--- src/rtl/btb_pkg.sv ---
// btb_pkg: shared opcodes, BTB entry layout and 2-bit saturating counter helpers
package btb_pkg;
    localparam logic [6:0] OP_BR   = 7'b1100011;
    localparam logic [6:0] OP_JAL  = 7'b1101111;
    localparam logic [6:0] OP_JALR = 7'b1100111;
    typedef logic [1:0] ctr2_t;
    localparam ctr2_t CTR_WNT = 2'b01;
    // Tag is held at full width; bits above the real tag are always written as zero.
    typedef struct packed {
        logic        valid;
        logic        is_jump;
        logic [31:0] tag;
        logic [31:0] target;
    } btb_entry_t;
    function automatic ctr2_t sat_inc(input ctr2_t c);
        return (c == 2'b11) ? c : c + 2'd1;
    endfunction
    function automatic ctr2_t sat_dec(input ctr2_t c);
        return (c == 2'b00) ? c : c - 2'd1;
    endfunction
endpackage

--- src/rtl/branch_pht.sv ---
// branch_pht: 2-bit saturating pattern history table with optional gshare history
// Ports: clk, rst (sync active-high); i_look_pc fetch PC, o_look_taken counter MSB for it;
//        i_upd_pc/i_train/i_br_en train one counter, o_upd_taken counter MSB at i_upd_pc.
// Macro BTB_GSHARE_EN: adds a GHR_W-bit global history XORed into both indices.
module branch_pht
    import btb_pkg::*;
#(
    parameter int PHT_IDX_W = 6,
    parameter int GHR_W     = 6
) (
    input  logic        clk,
    input  logic        rst,
    input  logic [31:0] i_look_pc,
    input  logic [31:0] i_upd_pc,
    input  logic        i_train,
    input  logic        i_br_en,
    output logic        o_look_taken,
    output logic        o_upd_taken
);
    localparam int N = 1 << PHT_IDX_W;
    ctr2_t                r_pht [N];
    logic [GHR_W-1:0]     w_ghr;
    logic [PHT_IDX_W-1:0] w_lidx;
    logic [PHT_IDX_W-1:0] w_uidx;
`ifdef BTB_GSHARE_EN
    logic [GHR_W-1:0] r_ghr;
    assign w_ghr = r_ghr;
    always_ff @(posedge clk) begin
        if (rst) r_ghr <= '0;
        else if (i_train) r_ghr <= GHR_W'({r_ghr, i_br_en});
    end
`else
    assign w_ghr = '0;
`endif
    // Training indexes with the history seen before this branch shifts in.
    assign w_lidx       = PHT_IDX_W'(i_look_pc >> 2) ^ PHT_IDX_W'(w_ghr);
    assign w_uidx       = PHT_IDX_W'(i_upd_pc >> 2) ^ PHT_IDX_W'(w_ghr);
    assign o_look_taken = r_pht[w_lidx][1];
    assign o_upd_taken  = r_pht[w_uidx][1];
    always_ff @(posedge clk) begin
        if (rst) begin
            for (int i = 0; i < N; i++) r_pht[i] <= CTR_WNT;
        end else if (i_train) begin
            r_pht[w_uidx] <= i_br_en ? sat_inc(r_pht[w_uidx]) : sat_dec(r_pht[w_uidx]);
        end
    end
endmodule

--- src/rtl/branch_target_predictor.sv ---
// branch_target_predictor: IF-stage direct-mapped BTB + 2-bit PHT predictor trained from ID/EX
// Ports: clk, rst (sync active-high); if_pc lookup -> prediction, tag_comp, predicted_pc, btb_target;
//        stall blocks all training; upd_* describe the resolved ID/EX instruction;
//        mispredict_cnt saturating count of conditional-branch mispredicts.
// Macro BTB_GSHARE_EN: gshare PHT indexing (handled inside branch_pht).
module branch_target_predictor
    import btb_pkg::*;
#(
    parameter int BTB_IDX_W = 4,
    parameter int PHT_IDX_W = 6,
    parameter int GHR_W     = 6
) (
    input  logic        clk,
    input  logic        rst,
    input  logic [31:0] if_pc,
    input  logic        stall,
    output logic        prediction,
    output logic        tag_comp,
    output logic [31:0] predicted_pc,
    output logic [31:0] btb_target,
    input  logic        upd_valid,
    input  logic        upd_invalidate,
    input  logic [6:0]  upd_opcode,
    input  logic [31:0] upd_pc,
    input  logic        upd_br_en,
    input  logic [31:0] upd_target,
    output logic [15:0] mispredict_cnt
);
    localparam int N = 1 << BTB_IDX_W;
    btb_entry_t           r_btb [N];
    logic [15:0]          r_mis;
    logic [BTB_IDX_W-1:0] w_idx;
    logic [BTB_IDX_W-1:0] w_uidx;
    logic [31:0]          w_tag;
    logic [31:0]          w_utag;
    logic                 w_look_taken;
    logic                 w_upd_taken;
    logic                 w_tr;
    logic                 w_br;
    logic                 w_jmp;
    logic                 w_uhit;
    logic                 w_upd_pred;
    assign w_idx  = BTB_IDX_W'(if_pc >> 2);
    assign w_uidx = BTB_IDX_W'(upd_pc >> 2);
    assign w_tag  = if_pc >> (BTB_IDX_W + 2);
    assign w_utag = upd_pc >> (BTB_IDX_W + 2);
    assign w_tr   = upd_valid && !upd_invalidate && !stall;
    assign w_br   = upd_opcode == OP_BR;
    assign w_jmp  = upd_opcode == OP_JAL || upd_opcode == OP_JALR;
    branch_pht #(.PHT_IDX_W(PHT_IDX_W), .GHR_W(GHR_W)) u_pht (
        .clk          (clk),
        .rst          (rst),
        .i_look_pc    (if_pc),
        .i_upd_pc     (upd_pc),
        .i_train      (w_tr && w_br),
        .i_br_en      (upd_br_en),
        .o_look_taken (w_look_taken),
        .o_upd_taken  (w_upd_taken)
    );
    assign tag_comp       = r_btb[w_idx].valid && r_btb[w_idx].tag == w_tag;
    assign prediction     = tag_comp && (r_btb[w_idx].is_jump || w_look_taken);
    assign predicted_pc   = prediction ? r_btb[w_idx].target : if_pc + 32'd4;
    assign btb_target     = tag_comp ? r_btb[w_idx].target : '0;
    assign mispredict_cnt = r_mis;
    // Re-run the fetch-time lookup rule on upd_pc against current tables to judge the prediction.
    assign w_uhit     = r_btb[w_uidx].valid && r_btb[w_uidx].tag == w_utag;
    assign w_upd_pred = w_uhit && (r_btb[w_uidx].is_jump || w_upd_taken);
    always_ff @(posedge clk) begin
        if (rst) begin
            for (int i = 0; i < N; i++) r_btb[i] <= '0;
            r_mis <= '0;
        end else if (w_tr) begin
            if ((w_br && upd_br_en) || w_jmp)
                r_btb[w_uidx] <= '{valid: 1'b1, is_jump: w_jmp, tag: w_utag, target: upd_target};
            if (w_br && upd_br_en != w_upd_pred && r_mis != 16'hFFFF)
                r_mis <= r_mis + 16'd1;
        end
    end
endmodule

--- config.mk ---
export PLATFORM = sky130hd
export DESIGN_NAME = branch_target_predictor
export DESIGN_NICKNAME = d
export VERILOG_FILES = /design/src/rtl/btb_pkg.sv /design/src/rtl/branch_pht.sv /design/src/rtl/branch_target_predictor.sv
export SDC_FILE = /design/constraint.sdc
export NUM_CORES = 2
export LEC_CHECK = 0
export BUFFER_PORTS_ARGS = -buffer_cell sky130_fd_sc_hd__buf_2
export CAP_MARGIN = 0
export CELL_PAD_IN_SITES_DETAIL_PLACEMENT = 1
export CELL_PAD_IN_SITES_GLOBAL_PLACEMENT = 1
export CORE_UTILIZATION = 37
export DETAILED_ROUTE_END_ITERATION = 8
export GPL_TIMING_DRIVEN = 0
export PLACE_DENSITY = 0.57
export SLEW_MARGIN = 0
export SYNTH_ARGS = -nofsm -noshare
export SYNTH_HDL_FRONTEND = slang
export SYNTH_HIERARCHICAL = 1
export SYNTH_SLANG_ARGS = --single-unit
--- constraint.sdc ---
create_clock -name clk -period 12.5 [get_ports clk]
set_input_delay 1.875 -clock clk [delete_from_list [all_inputs] [get_ports clk]]
set_output_delay 1.875 -clock clk [all_outputs]
set_load 0.02 [all_outputs]
==> reports/qor.log <==
qor: finish.area_delta_synth_final 16.4%
qor: clocking.cts.root.buffer_cell clkbuf_16
qor: floorplanning.num_rows 143
qor: timing.finalSetupViolations 0
qor: setup_path.critPathRequiredTime 10620 ps
qor: timing.worst_hold_slack 487 ps
qor: clocking.cts_setup_buffers 0
qor: synth.synth.yosys.warnings 6
qor: power.power 9280 uW
qor: synth.syn-mean-instance-area 14.7 um2
qor: floorplanning.initial_utilization 37.3%
qor: setup_path.crit_path_frequent_cell buf_2
qor: floorplanning.core-area 0.152 mm2
qor: synth.synth_top_area_cell edfxtp_1
qor: clocking.tritoncts yes
qor: floorplanning.io_pins 191
qor: finish.finish.net_count 4355
qor: hold_path.hold_path_startpoint r_btb[9][59]$_SDFFE_PP1P_
qor: synth.post_synth_main_area_contributors edfxtp_1 57%, mux4_2 17%, and2_1 7.6%
qor: floorplanning.fp.dieH 394 um
qor: route.firstDrtPassIters 5
qor: power.power.ir.vdd_worst 0.000118 V
qor: setup_path.endpoint_of_the_worst_slack_reg_to_reg_timing_path mispredict_cnt[6]$_SDFFE_PP0P_
qor: clocking.cts-root-to-sink-buffers 3
qor: timing.drv_slew 11
qor: setup_path.reg2reg_slack 8090 ps
qor: synth.synth.yosys.seq_area_share 57.9%
qor: finish.fillers 15.4k
qor: setup_path.cp-start-kind input port
qor: route.drt_wl_total 237 mm
qor: setup_path.worstPathMaxFanout 10
qor: floorplanning.die_w 394 um
qor: power.cellLeakagePower 0.0230 uW
qor: global_routing.grt_ovf 0
qor: setup_path.critical-path-top-delay-family buffers and inverters
qor: global_routing.grt_pass1_vias 39.9k
qor: place.gp_congestion 0.892
qor: clocking.cts_made_buffers 135
qor: setup_path.cpMaxStageDelayCell nor4_4
qor: timing.rsz0062_at_grt no
qor: timing.max_clock_freq 96.5 MHz
qor: route.route.vias.total 39.1k
qor: clocking.holdBufCountCts 0
qor: setup_path.arrival 8490 ps
qor: timing.min_period 10360 ps
qor: run_status.status finished, violations left
qor: synth.synth_flop_cell edfxtp_1
qor: timing.report.final.hold_viol_count 0
qor: hold_path.min_path_type register to register
qor: clocking.clock_insertion_delay_at_the_later_pin_of_the_skew_report 790 ps
qor: setup_path.instance_count_on_the_critical_path 16
qor: synth.synth.net_count 3977
qor: global_routing.number_of_antenna_violations_at_the_first_check_in_global_routing 33
qor: place.io_buffer_count 182
qor: synth.post_synth_instance_area 0.0567 mm2
qor: setup_path.cp.buffers_inverters 7
qor: global_routing.grt_pass1_wl 326 mm
qor: timing.clock_skew 16.3 ps
qor: synth.ffs_w_async_s_r_synth 0%
qor: route.wl_per_cell 37.1 um
qor: route.final_antenna_net_count 0
qor: power.cellPowerDensity 141 mW/mm2
qor: timing.max_slew.worst_pin.slew 1560 ps
qor: synth.synth_cell_type_count 78
qor: route.initialDrtViolationCount 4621
qor: synth.total_of_flip_flops_plus_latches_after_synthesis 1104
qor: route.post_drt_via_cell_ratio 6.11
qor: setup_path.critical_path_class input port to primary output
qor: global_routing.grt_use_total 30.4%
qor: hold_path.holdPathEnd r_btb[9][59]$_SDFFE_PP1P_
qor: run_status.violations_in_the_final_reports capacitance limit, slew limit
qor: setup_path.crit_path_max_incr_delay 1000 ps
qor: finish.multi_input_gate_area 0.0222 mm2
qor: synth.post-synth-top-count-cell edfxtp_1
qor: clocking.clk_slew_on_worst_s_h_paths 60 ps
qor: timing.slew_headroom -3.69%
qor: global_routing.grt_start_max_net_pins 38
qor: timing.timing.final.crit_share 82.9%
qor: setup_path.worstRegToRegCells 10
qor: synth.synth_top_area_share 56.7%
qor: clocking.cts_repair_resize_count 0
qor: clocking.htree_num_levels 4
qor: job.max-cap-violations 1
qor: setup_path.timing.critical_path.cells buf_2, buf_2, buf_1, buf_1, mux4_2, mux2i_1, mux2i_1, xor2_1, nor4_1, nand4_1, nor4_4, o21a_1, buf_4, buf_6, mux2_1, buf_2
qor: setup_path.end_kind primary output
qor: place.post-dp-hpwl 166 mm
qor: finish.ff_latch_area 0.0328 mm2
qor: route.number_of_design_rule_violations_left_after_detail_routing 0
qor: floorplanning.floorplan.die_area 0.155 mm2
qor: hold_path.hold_path_depth 1
qor: synth.synth_edf_count 1072
qor: setup_path.r2r_start r_btb[7][33]$_DFFE_PP_
qor: synth.number_of_instances_in_the_synthesized_netlist 3866
qor: synth.synth.cells.most_frequent 1072 x edfxtp_1, 687 x and2_1, 417 x mux4_2
qor: clocking.tritoncts_num_sinks 1104
qor: finish.final_layout_size_suffix_gt1_share 23.9%
[metrics by stage]
stage                     setup TNS (ps)  cell area, um2  utilization (%)  cells  setup WS, ps
after floorplan                        0           56700                -   3866          4120
after global placement          -2778860           60200             39.6   6078         -4960
after detailed placement               0           61700             40.6   6137          2200
after CTS                              0           66000             43.4   6384          2190
after global routing                   0           66000             43.4   6385          2050
final                                  0           66000             43.4   6395          2140
[where the power goes]
group / internal (uW) / switching (uW)
clock: 2270 / 1650
combinational: 391 / 685
sequential: 4210 / 67.9
[placed cells by master, fill, tap and decap left out, types with 16 or more instances in the layout]
master,Yosys,final
xnor2_1,63,63
clkbuf_16,0,139
dfxtp_1,32,32
nor3_1,74,74
and2_1,687,687
nor2b_1,29,29
and3_1,232,232
nor4_1,20,19
nand2_1,120,117
a21oi_1,16,16
nand3_1,82,82
buf_2,49,232
mux2_2,23,23
edfxtp_1,1072,1072
mux2i_1,119,119
o21ai_0,72,61
buf_6,28,31
inv_1,18,18
clkinv_1,2,35
nand4_1,22,22
nor3_2,38,38
buf_16,0,27
buf_1,27,26
xor2_1,26,26
clkinv_2,0,16
buf_12,0,23
mux4_2,417,417
nor2_1,115,105
clkbuf_1,278,308
mux2_1,39,39
[worst reg2reg max path, stage by stage (launching register included)]
cell and delay (ps):
edfxtp_1 380, mux4_2 480, mux2i_1 420, xor2_1 290
nand4_1 200, o41ai_1 680, nand3_1 320, nor3_4 610
buf_8 260, mux2i_1 310, mux2_1 350
[how the worst max path moves through the flow]
stage,start,to,slack (ps)
after floorplan,stall,r_btb[1][0]$_DFFE_PP_,4120
after global routing,if_pc[3],predicted_pc[9],2050
after global placement,stall,r_btb[9][25]$_DFFE_PP_,-4960
final,if_pc[3],predicted_pc[7],2140
after detailed placement,if_pc[3],predicted_pc[7],2200
after CTS,if_pc[3],predicted_pc[7],2190
[logic make-up after synthesis]
family                     after synthesis  share of synthesized area (%)
adders and majority gates                4                         0.0838
buffers and inverters                  418                           3.36
and+or+nand+nor                       1463                           15.2
muxes                                  600                           20.0
xor gates and xnor gates                89                           1.37
DFF                                   1104                           57.9
AOI/OAI and AO/OA                      188                           2.21
[flip-flops by register name, indices dropped and copies added (netlist names)]
name / count
r_btb: 960
u_pht/r_pht: 128
mispredict_cnt: 16
[routing by layer]
layer / routed length [um] / global-route usage, % / up-vias / part of all wire (%)
li1: - / - / 15599 / -
met1: 97400 / 41.5 / 20953 / 41
met2: 111000 / 48.2 / 2047 / 47
met3: 20500 / 6.22 / 431 / 8.6
met4: 8310 / 10.4 / 20 / 3.5
met5: 119 / 0 / - / 0.050
[final cells by class]
type,count,area share (%)
multi-input cells,2344,33.6
plain buffers,396,2.77
clock inverters,75,1.05
well taps,2030,3.85
clock buffers,172,5.47
flip-flops and latches,1104,49.7
diodes,11,0.0417
inverters,22,0.125
repair buffers,241,3.39
No activity file was read; power rests on OpenSTA's default activity.
